**config.mk**
```make
export PLATFORM = sky130hd
export DESIGN_NAME = scalar_division_flat
export DESIGN_NICKNAME = d
export VERILOG_FILES = /design/src/rtl/arith_pkg.sv /design/src/rtl/scalar_division_if.sv /design/src/rtl/scalar_division_step.sv /design/src/rtl/scalar_division.sv /design/src/flat_wrapper.sv
export SDC_FILE = /design/constraint.sdc
export NUM_CORES = 1
export LEC_CHECK = 0
export CAP_MARGIN = 30
export CORE_ASPECT_RATIO = 2
export CORE_MARGIN = 3
export CORE_UTILIZATION = 35
export DETAILED_ROUTE_END_ITERATION = 16
export GPL_TIMING_DRIVEN = 1
export SYNTH_ARGS = -nofsm -noshare
export SYNTH_HDL_FRONTEND = slang
export SYNTH_SLANG_ARGS = --single-unit
```
**constraint.sdc**
```tcl
create_clock -name clk -period 2.7 [get_ports clk]
set_clock_uncertainty 0.05 [all_clocks]
set_input_delay 0.54 -clock clk [delete_from_list [all_inputs] [get_ports clk]]
set_output_delay 0.54 -clock clk [all_outputs]
set_load 0.01 [all_outputs]
```
**src/rtl/arith_pkg.sv**
```systemverilog
// Shared arithmetic-layer types for the scalar multiplier/divider pair.
// Sized constants stay as module parameters so each instance can choose its widths.
package arith_pkg;

  typedef enum logic [1:0] {
    IDLE = 2'd0,
    RUN  = 2'd1,
    DONE = 2'd2
  } div_state_t;

endpackage

```
**src/rtl/scalar_division_if.sv**
```systemverilog
// Start/done handshake and operand/result bus of the sequential divider.
// The requester drives the master side and the divider takes the slave side.
interface scalar_division_if #(
  parameter int ENTRY_SIZE    = 5,
  parameter int RESENTRY_SIZE = 9
);

  logic                     start;
  logic [RESENTRY_SIZE-1:0] dividend;
  logic [ENTRY_SIZE-1:0]    divisor;
  logic                     busy;
  logic                     done;
  logic [RESENTRY_SIZE-1:0] quotient;
  logic [ENTRY_SIZE-1:0]    remainder;
  logic                     div_by_zero;

  modport master (
    output start, dividend, divisor,
    input  busy, done, quotient, remainder, div_by_zero
  );

  modport slave (
    input  start, dividend, divisor,
    output busy, done, quotient, remainder, div_by_zero
  );

endinterface

```
**src/rtl/scalar_division_step.sv**
```systemverilog
// One restoring-division iteration: shift the next dividend bit into the partial
// remainder, subtract the divisor when it fits, and report the quotient bit.
module div_step #(
  parameter int ENTRY_SIZE = 5
) (
  input  logic [ENTRY_SIZE:0]   p,
  input  logic                  in_bit,
  input  logic [ENTRY_SIZE-1:0] divisor,
  output logic [ENTRY_SIZE:0]   p_next,
  output logic                  q_bit
);

  logic [ENTRY_SIZE:0] p_shift;
  logic [ENTRY_SIZE:0] p_diff;
  logic                fits;

  // A set bit shifted out of P always means P' exceeds the divisor.
  assign p_shift = {p[ENTRY_SIZE-1:0], in_bit};
  assign p_diff  = p_shift - {1'b0, divisor};
  assign fits    = p[ENTRY_SIZE] | (p_shift >= {1'b0, divisor});

  always_comb begin
    p_next = p_shift;
    q_bit  = 1'b0;
    if (fits) begin
      p_next = p_diff;
      q_bit  = 1'b1;
    end
  end

endmodule

```
**src/rtl/scalar_division.sv**
```systemverilog
// Sequential unsigned restoring divider, one quotient bit per cycle behind a
// start/done handshake; latency is RESENTRY_SIZE edges regardless of operands.
//
// state | meaning
// IDLE  | waiting for start, results held
// RUN   | one restoring iteration per cycle, counter RESENTRY_SIZE-1 down to 0
// DONE  | one-cycle done pulse; a start here is accepted immediately
module scalar_division
  import arith_pkg::*;
#(
  parameter int ENTRY_SIZE    = 5,
  parameter int RESENTRY_SIZE = 9
) (
  input  logic              clk,
  input  logic              reset,
  scalar_division_if.slave  bus
);

  localparam int CW = (RESENTRY_SIZE > 1) ? $clog2(RESENTRY_SIZE) : 1;

  div_state_t state, state_nxt;

  logic [CW-1:0]            cnt;
  logic [RESENTRY_SIZE-1:0] sr;
  logic [RESENTRY_SIZE-1:0] sr_next;
  logic [ENTRY_SIZE:0]      p;
  logic [ENTRY_SIZE:0]      p_step;
  logic [ENTRY_SIZE-1:0]    dsr;
  logic                     zero;
  logic                     q_bit;
  logic                     load;
  logic                     step;
  logic                     finish;

  div_step #(
    .ENTRY_SIZE (ENTRY_SIZE)
  ) u_step (
    .p       (p),
    .in_bit  (sr[RESENTRY_SIZE-1]),
    .divisor (dsr),
    .p_next  (p_step),
    .q_bit   (q_bit)
  );

  // Dividend bits leave at the top while quotient bits enter at the bottom.
  assign sr_next = {sr[RESENTRY_SIZE-2:0], q_bit};

  always_comb begin
    state_nxt = state;
    load      = 1'b0;
    step      = 1'b0;
    finish    = 1'b0;
    case (state)
      IDLE: begin
        if (bus.start) begin
          load      = 1'b1;
          state_nxt = RUN;
        end
      end
      RUN: begin
        step = 1'b1;
        if (cnt == '0) begin
          finish    = 1'b1;
          state_nxt = DONE;
        end
      end
      DONE: begin
        if (bus.start) begin
          load      = 1'b1;
          state_nxt = RUN;
        end else begin
          state_nxt = IDLE;
        end
      end
      default: state_nxt = IDLE;
    endcase
  end

  always_ff @(posedge clk) begin
    if (reset) begin
      state <= IDLE;
    end else begin
      state <= state_nxt;
    end
  end

  always_ff @(posedge clk) begin
    if (reset) begin
      cnt  <= '0;
      sr   <= '0;
      p    <= '0;
      dsr  <= '0;
      zero <= 1'b0;
    end else if (load) begin
      cnt  <= CW'(RESENTRY_SIZE - 1);
      sr   <= bus.dividend;
      p    <= '0;
      dsr  <= bus.divisor;
      zero <= (bus.divisor == '0);
    end else if (step) begin
      cnt  <= cnt - CW'(1);
      sr   <= sr_next;
      p    <= p_step;
    end
  end

  // Results are captured from the final iteration on the edge entering DONE.
  always_ff @(posedge clk) begin
    if (reset) begin
      bus.busy        <= 1'b0;
      bus.done        <= 1'b0;
      bus.quotient    <= '0;
      bus.remainder   <= '0;
      bus.div_by_zero <= 1'b0;
    end else begin
      bus.busy <= (state_nxt == RUN);
      bus.done <= finish;
      if (finish) begin
        if (zero) begin
          bus.quotient    <= '1;
          bus.remainder   <= '0;
          bus.div_by_zero <= 1'b1;
        end else begin
          bus.quotient    <= sr_next;
          bus.remainder   <= p_step[ENTRY_SIZE-1:0];
          bus.div_by_zero <= 1'b0;
        end
      end
    end
  end

endmodule

```
**src/flat_wrapper.sv**
```systemverilog
// flat-port wrapper written by rule: the top's interface ports become plain ports
module scalar_division_flat import arith_pkg::*;
#(
  parameter int ENTRY_SIZE    = 5,
  parameter int RESENTRY_SIZE = 9
)
  (clk, reset, bus_start, bus_dividend, bus_divisor, bus_busy, bus_done, bus_quotient, bus_remainder, bus_div_by_zero);
  scalar_division_if #(.ENTRY_SIZE(ENTRY_SIZE), .RESENTRY_SIZE(RESENTRY_SIZE)) bus_i ();
  input  logic clk;
  input  logic reset;
  input wire logic [$bits(bus_i.start)-1:0] bus_start;
  input wire logic [$bits(bus_i.dividend)-1:0] bus_dividend;
  input wire logic [$bits(bus_i.divisor)-1:0] bus_divisor;
  output wire logic [$bits(bus_i.busy)-1:0] bus_busy;
  output wire logic [$bits(bus_i.done)-1:0] bus_done;
  output wire logic [$bits(bus_i.quotient)-1:0] bus_quotient;
  output wire logic [$bits(bus_i.remainder)-1:0] bus_remainder;
  output wire logic [$bits(bus_i.div_by_zero)-1:0] bus_div_by_zero;
  assign bus_i.start = bus_start;
  assign bus_i.dividend = bus_dividend;
  assign bus_i.divisor = bus_divisor;
  assign bus_busy = bus_i.busy;
  assign bus_done = bus_i.done;
  assign bus_quotient = bus_i.quotient;
  assign bus_remainder = bus_i.remainder;
  assign bus_div_by_zero = bus_i.div_by_zero;
  scalar_division #(.ENTRY_SIZE(ENTRY_SIZE), .RESENTRY_SIZE(RESENTRY_SIZE)) u_core (.clk(clk), .reset(reset), .bus(bus_i));
endmodule
```
After elaboration in Yosys (flattened, before gate mapping) --
Index checks and enable logic that the tools add are counted. Widths: inputs -> output; s select.
Operators by class: $add $sub $neg 2, equality and inequality tests 3, bitwise gates (word level) 1, reduce and logical (&&, ||, !) cells 6, multiplexer cells 18, order comparisons 1
Operator list (number):
- $mux 9 | 3
- $mux 1 | 8
- $mux 4 | 2
- $ge 6x5->1 | 1
- $mux 6 | 1
- $pmux 2 s3 | 1
- $sub 6x5->6 | 1
- $logic_not 5->1 | 1
- $mux 5 | 1
- $eq 2x1->1 const B | 2
- $logic_not 4->1 | 1
- $mux 2 | 2
- $reduce_or 2->1 | 2
- $sub 4x1->4 const B | 1
- $eq 2x2->1 const B | 1
- $logic_not 2->1 | 1
- $reduce_bool 2->1 | 1
- $or 1x1->1 | 1
Storage, ports and cells: word-level logic and storage cells 43, register bits 44, input port bits 17, output and inout port bits 17

Longest topological paths before layout --
Gate-level depths: netlist of run 1.
depth after elaboration 5, gate-level depth with buffers 10, gate-level depth less buffers 9

Cells and area by module --
Synthesis of run 1 repeated with hierarchy kept, for this count alone.
Second synthesis, totals: cell total of the unflattened synthesis 247, area total of the unflattened synthesis 2069.5 µm²
Modules (own cells, without submodules):
- scalar_division | sequential area each 880.8 µm², cells each 206, area an instance 1722.9 µm², times used 1
- div_step | sequential area each 0.0 µm², cells each 41, area an instance 346.6 µm², times used 1

Worst setup path before layout of run 1 --
OpenSTA, ideal clock, no wires.
kind register to register, start register u_core.sr[8], end register u_core.p[1], slack 0.575 ns, data arrival time 1.942 ns, cell stages (with the launch flop) 11, library setup time 0.133 ns, data required time 2.517 ns, buffers on the path 1, period minus slack after synthesis 2.125 ns, cell sequence dfxtp_1 -> inv_1 -> ha_1 -> inv_1 -> fa_1 -> a21oi_1 -> o21ai_0 -> or2_2 -> buf_2 -> mux2i_1 -> a21oi_1
On the way: longest elaborated chain between the ends 3, elaborated cells on any way between the ends 4, those cells by class add/sub (1); order compare (1); mux (1); bitwise (1)
Ends and longest elaborated chain:
- start, declared | RTL line scalar_division.sv:24 | logic [RESENTRY_SIZE-1:0] sr;
- start signal, assigned | RTL line scalar_division.sv:96 | sr <= bus.dividend;
- start signal, assigned | RTL line scalar_division.sv:102 | sr <= sr_next;
- $ge 6x5->1 | RTL line scalar_division_step.sv:20 | assign fits = p[ENTRY_SIZE] | (p_shift >= {1'b0, divisor});
- $or 1x1->1 | RTL line scalar_division_step.sv:20
- $mux 6 * | RTL line scalar_division_step.sv:25 | if (fits) begin
- end signal, assigned | RTL line scalar_division.sv:103 | p <= p_step;
- end, declared | RTL line scalar_division.sv:26 | logic [ENTRY_SIZE:0] p;
Mark *: on every way between the ends. The rest lies on a longest branch, timed or not. A chain may end at the register's enable or synchronous reset.

Worst setup path in the final report of run 1 --
Ends and elaborated chain as after synthesis.

==> results of run 1 <==
==> layer usage <==
metal | routed length (um) | part of all wire, % | up-vias | global-route usage [%]
li1 | - | - | 874 | -
met2 | 2656 | 55 | 34 | 28.58
met3 | 155 | 3.2 | 15 | 3.364
met1 | 1834 | 38 | 811 | 17.47
met4 | 187 | 3.9 | 0 | 9.077
met5 | 0 | 0 | - | 0
==> placed cells by master, fill, tap and decap left out, types with 2 or more instances in the layout <==
cell type,n
or4_1,2
or3_4,2
nand2b_1,4
o211ai_1,2
nor3_1,21
inv_1,9
buf_4,8
ha_1,6
dfxtp_1,44
clkbuf_8,5
a311oi_1,8
a21oi_1,17
mux2i_1,4
xor2_1,3
a211oi_1,3
xnor2_1,2
nand3_1,4
o2bb2ai_1,5
nor2_1,29
clkdlybuf4s50_1,33
nand2_1,32
nor2b_1,2
o21ai_0,8
==> stage by stage <==
stage                     setup slack (ns)  power (W)
final                               0.3803   0.001610
after detailed placement            0.3965   0.001244
after global routing                0.1565   0.001711
after floorplan                     0.5751   0.001075
after CTS                           0.3796   0.001636
after global placement              0.4871   0.001240
==> synthesized netlist by cell type, types with 2 or more instances <==
library cell | number | area share (%)
nand2_1 | 32 | 6.1
nand3_1 | 4 | 1.0
a311oi_1 | 8 | 3.6
dfxtp_1 | 44 | 45
clkbuf_1 | 11 | 2.1
o2bb2ai_1 | 5 | 2.2
or4_1 | 2 | 0.77
o211ai_1 | 2 | 0.77
nor2_1 | 29 | 5.6
nor3_1 | 21 | 5.4
buf_1 | 2 | 0.38
xnor2_1 | 2 | 0.90
inv_1 | 9 | 1.7
nand2b_1 | 4 | 1.3
nor2b_1 | 2 | 0.64
o21ai_0 | 8 | 2.0
a211oi_1 | 3 | 1.2
ha_1 | 6 | 3.8
a21oi_1 | 17 | 4.4
xor2_1 | 3 | 1.3
buf_2 | 2 | 0.51
or3_4 | 2 | 1.2
mux2i_1 | 4 | 2.0
==> cell families (layout without fill, tap and decap cells) <==
kind of cell / Yosys count / in the layout / synth area share [%]
XOR/XNOR: 5 / 5 / 2.241
AND/OR/NAND/NOR: 103 / 103 / 24.58
adder cells (fa/ha/maj): 7 / 7 / 4.865
multiplexers: 4 / 4 / 2.049
AO/OA/AOI/OAI: 47 / 47 / 15.88
flip-flops: 44 / 44 / 45.07
buffers and inverters: 25 / 57 / 5.314
==> worst max path at each step <==
stage                 startpoint                 endpoint  slack (ns)  cells past startpoint
floorplan           u_core.sr[8]              u_core.p[1]        0.58                     10
global placement    u_core.sr[8]  u_core.bus.remainder[0]        0.49                      9
detailed placement  u_core.sr[8]              u_core.p[1]        0.40                      9
CTS                 u_core.sr[8]              u_core.p[1]        0.38                      9
global route        u_core.sr[8]              u_core.p[1]        0.16                      9
finish              u_core.sr[8]              u_core.p[1]        0.38                      9
==> flip-flops by register name (all words and copies together) (netlist names) <==
register / flops
u_core.bus.busy: 1
u_core.bus.div_by_zero: 1
u_core.bus.done: 1
u_core.bus.quotient: 9
u_core.bus.remainder: 5
u_core.cnt: 4
u_core.dsr: 5
u_core.p: 6
u_core.sr: 9
u_core.state: 2
u_core.zero: 1
==> worst min-delay path, cell delays in order (launching register included) <==
cell and delay, ns:
dfxtp_1 0.31, nand2_1 0.05, a21oi_1 0.05
==> cell type report <==
class / count / area (sq um)
well taps: 58 / 72.57
repair buffers: 41 / 390.4
multi-input cells: 166 / 969.7
inverters: 9 / 33.78
clock buffers: 6 / 72.57
fillers: 566 / 2853
flip-flops and latches: 44 / 880.8
clock inverters: 1 / 5.005
==> where the power goes <==
part / internal [W] / total, W / switching (W)
clock network: 0.000176 / 0.000385 / 0.000209
registers: 0.000716 / 0.000761 / 0.0000458
logic: 0.000210 / 0.000464 / 0.000254
==> metrics.yaml, run 1 <==
die:
  pin_count: 34
  initial_core_util_pct: 37.03
  core_sq_mm: 0.005278
  die_y_um: 111.7
  die_area_sq_mm: 0.006571
  die_w_um: 58.84
  num_rows: 37
grt:
  antenna_found_initial: 0
  grt_usage_pct: 16.39
  grt_max_degree: 28
  grt_pass1_vias: 1781
  grt_pass1_wl_mm: 8.321
  grt_overflow: 0
worst_setup_path:
  slowest_stage: "or2_2"
  crit_buf_inv: 2
  cp_data_arrival_time_ns: 2.44
  r2r_slack_ns: 0.38
  r2r_start: "u_core.sr[8]"
  cp.required_ns: 2.83
  critical_path_class: "register to register"
  critPathTopFamily: "adder cells"
  ff2ff_path_depth: 9
  reg2reg_to: "u_core.p[1]"
  crit_fanout: 10
  startpoint_type: "register"
  max_stage_delay_ns: 0.44
  path_cells: "inv_1 -> ha_1 -> inv_1 -> fa_1 -> a21oi_1 -> o21ai_0 -> or2_2 -> mux2i_1 -> a21oi_1"
  end_kind: "register"
power_and_ir_drop:
  vdd_drop_max_mv: 0.4901
  powerDensity_mw_per_mm2: 664.1
  leakage_nw: 0.9005
clock_network:
  post_cts.repair.setup_buffers: 0
  h-tree-depth: 2
  cts_buffers: 5
  hold_buffers: 0
  path_clk_slew_ns: 0.08
  cts_sinks: 44
  cts_resized: 0
  worstSkewPairLatency_ns: 0.29
  clk_path_buf_depth: 2
  cts_tree: "built"
  cts_root_buf: "clkbuf_8"
hold_path:
  min_to: "u_core.dsr[1]"
  hold_path_startpoint: "u_core.dsr[1]"
  whs_path_depth: 2
  worstHoldPathType: "register to register"
sta:
  worst_hold_slack_ns: 0.4075
  rsz0062_at_grt: "false"
  finalHoldViolCount: 0
  maxSlewHeadroom_pct: 66.37
  max_slew.worst_pin.slew_ns: 0.5037
  tns_ns: 0
  setup_viol_count_final: 0
  drv_slew: 0
  period_share_pct: 85.92
  min_period_ns: 2.320
  max_freq_ghz: 0.4311
flow_run:
  cap_violations: 0
drt:
  wl_per_cell_um: 14.87
  via_per_inst: 5.335
  antenna_left: 0
  vias: 1734
  drc_errors: 0
  dr.pass1.iters: 4
  first_iter_violations: 31
  drt_wl_total_mm: 4.834
status:
  status: "complete, no violations"
finish:
  fin_cells: 325
  insertedDiodeCount: 0
  utilization_pct: 45.95
  fin_area_sq_mm: 0.002425
  syn2layout_area_growth_pct: 24.07
  finalNetCount: 291
  drive_gt1_share_pct: 6.742
logic_synthesis:
  synthArstFlopShare_pct: 0
  ys.warnings.count: 0
  syn-cell-area_sq_mm: 0.001954
  ys_seq_elements: 44
  synth-seq-area-share_pct: 45.07
  synth_nets: 259
  avgSynthCellArea_sq_um: 8.316
  synth.distinct_cells: 36
  ys.flop_type: "dfxtp_1"
  synthCells: 235
  synth-edff-count: 0
placement:
  hpwl_mm: 3.650
  io_buffers: 33
  dpl_cell_area_sq_mm: 0.002347
  place_inst: 318
  globalplace.congestion: 0.7760
Power figures use the tool's default switching activity.
==> inputs of run 2 (changes only) <==
Settings changed: MAX_ROUTING_LAYER set to met4.
==> run 2 against run 1 <==
Effect of this change: first-iteration DRC count is 3.2% lower; via count down 0.46%; largest power group unchanged; register-to-register slack barely moved; wire length grew 0.72%; largest cell class unchanged; clock-buffer cell count is the same; combinational power about the same; highest routed layer unchanged; flip-flop and latch count stayed put.
==> metrics.yaml, run 2 (synthesis results as in run 1) <==
sta:
  maxSlewHeadroom_pct: 65.39  # -0.98 points
  period_share_pct: 85.93  # about the same
  tns_ns: 0  # unchanged
  finalHoldViolCount: 0  # unchanged
  worst_slack_ns: 0.3799  # -0.0004350 ns
  setup_viol_count_final: 0  # unchanged
  min_period_ns: 2.320  # +0.0004350 ns
  max_freq_ghz: 0.4310  # about the same
  max_slew.worst_pin.slew_ns: 0.5184  # +0.01470 ns
  rsz0062_at_grt: "false"
  drv_slew: 0  # unchanged
grt:
  grt_pass1_vias: 1782  # +0.056%
  grt_pass1_wl_mm: 8.321  # unchanged
  grt_max_degree: 28  # unchanged
  antenna_found_initial: 0  # unchanged
  grt_overflow: 0  # unchanged
  grt_usage_pct: 16.87  # +0.48 points
die:
  die_w_um: 58.84  # unchanged
  num_rows: 37  # unchanged
  die_y_um: 111.7  # unchanged
  core_sq_mm: 0.005278  # unchanged
  pin_count: 34  # unchanged
  die_area_sq_mm: 0.006571  # unchanged
  initial_core_util_pct: 37.03  # unchanged
drt:
  vias: 1726  # -0.46%
  antenna_left: 0  # unchanged
  first_iter_violations: 30  # -3.2%
  drc_errors: 0  # unchanged
  via_per_inst: 5.311  # -0.46%
  wl_per_cell_um: 14.98  # +0.72%
  drt_wl_total_mm: 4.869  # +0.72%
  dr.pass1.iters: 4  # unchanged
status:
  status: "complete, no violations"
worst_setup_path:
  crit_fanout: 10  # unchanged
  ff2ff_path_depth: 9  # unchanged
  cp_data_arrival_time_ns: 2.44  # about the same
  end_kind: "register"
  cp.required_ns: 2.82  # about the same
  startpoint_type: "register"
  max_stage_delay_ns: 0.44  # about the same
  slowest_stage: "or2_2"
  path_cells: "inv_1 -> ha_1 -> inv_1 -> fa_1 -> a21oi_1 -> o21ai_0 -> or2_2 -> mux2i_1 -> a21oi_1"
  critical_path_class: "register to register"
placement:
  place_ws_ns: 0.3965  # unchanged
  globalplace.congestion: 0.7866  # +1.4%
  hpwl_mm: 3.650  # unchanged
  io_buffers: 33  # unchanged
clock_network:
  cts_sinks: 44  # unchanged
  worstSkewPairLatency_ns: 0.29  # about the same
  h-tree-depth: 2  # unchanged
  cts_tree: "built"
  path_clk_slew_ns: 0.08  # about the same
  cts_resized: 0  # unchanged
  post_cts.repair.setup_buffers: 0  # unchanged
  cts_root_buf: "clkbuf_8"
  hold_buffers: 0  # unchanged
  cts_buffers: 5  # unchanged
  clk_path_buf_depth: 2  # unchanged
power_and_ir_drop:
  power_frac_comb_pct: 28.8  # about the same
  internal_power_w: 0.001102  # about the same
  net-switching-power_w: 0.0005079  # -0.20%
  p_clk_share_pct: 23.8  # about the same
  vdd_drop_max_mv: 0.4876  # -0.52%
  leakage_nw: 0.9005  # unchanged
  power.share.sequential_pct: 47.3  # about the same
  switching_share_pct: 31.56  # -0.044 points
  powerDensity_mw_per_mm2: 663.7  # about the same
finish:
  largestRegisters: "u_core.bus.quotient x9, u_core.sr x9, u_core.p x6"
  syn2layout_area_growth_pct: 24.07  # unchanged
  insertedDiodeCount: 0  # unchanged
  layout_common_cells: "dfxtp_1, clkdlybuf4s50_1, nand2_1"
  drive_gt1_share_pct: 6.742  # unchanged
  n_fill_cell: 566  # unchanged
  final_common_cell: "dfxtp_1"
  finalNetCount: 291  # unchanged
  utilization_pct: 45.95  # unchanged
hold_path:
  worstHoldPathType: "register to register"
  whs_path_depth: 2  # unchanged
flow_run:
  cap_violations: 0  # unchanged
## run 2: cell counts in the layout (fill, tap and decap cells not counted)
Identical to the previous run, type by type.
## run 2: worst paths after layout
kind                      start       endpoint  slack, ns
setup / recovery   u_core.sr[8]    u_core.p[1]       0.38
hold / removal    u_core.dsr[1]  u_core.dsr[1]       0.41
setup reg to reg   u_core.sr[8]    u_core.p[1]       0.38
hold reg to reg   u_core.dsr[1]  u_core.dsr[1]       0.41
## run 2: per-layer routing
layer / GRT usage (%) / part of all wire [%]
met1: 17.91 / 39
met3: 2.900 / 2.7
met4: 9.077 / 3.8
met5: - / 0
met2: 28.51 / 55
## run 2: final cells by class
class                           count  area, sq um  area share, %
Multi-Input combinational cell    166        969.7          39.99
Sequential cell                    44        880.8          36.33
Timing Repair Buffer               41        390.4          16.10
Clock buffer                        6        72.57          2.993
Tap cell                           58        72.57          2.993
Inverter                            9        33.78          1.393
Clock inverter                      1        5.005         0.2064
## run 2: power groups by stage
stage               clock network (W)  registers [W]  logic [W]
finish                       0.000384       0.000762   0.000464
global placement                    0       0.000777   0.000463
detailed placement                  0       0.000776   0.000467
global route                 0.000426       0.000770   0.000516
CTS                          0.000403       0.000762   0.000471
floorplan                           0       0.000779   0.000297
## run 2: through the flow
| step | total power, W | cells | cell area [sq um] | hold WS, ns |
|---|---|---|---|---|
| final | 0.001609 | 325 | 2425 | 0.4074 |
| after global routing | 0.001712 | 325 | 2425 | 0.4251 |
| after CTS | 0.001636 | 325 | 2425 | 0.4109 |
| after detailed placement | 0.001244 | 318 | 2347 | 0.4001 |
| after global placement | 0.001240 | 318 | 2347 | 0.3944 |
| after floorplan | 0.001075 | 235 | 1954 | 0.3863 |
## run 2: critical path: cells and delay by family, from the launching register on
kind | cells | cell delay (ns)
fa+ha+maj | 2 | 0.55
compound gates | 3 | 0.47
simple gates | 1 | 0.44
flops | 1 | 0.33
mux | 1 | 0.25
buf+inv | 2 | 0.11
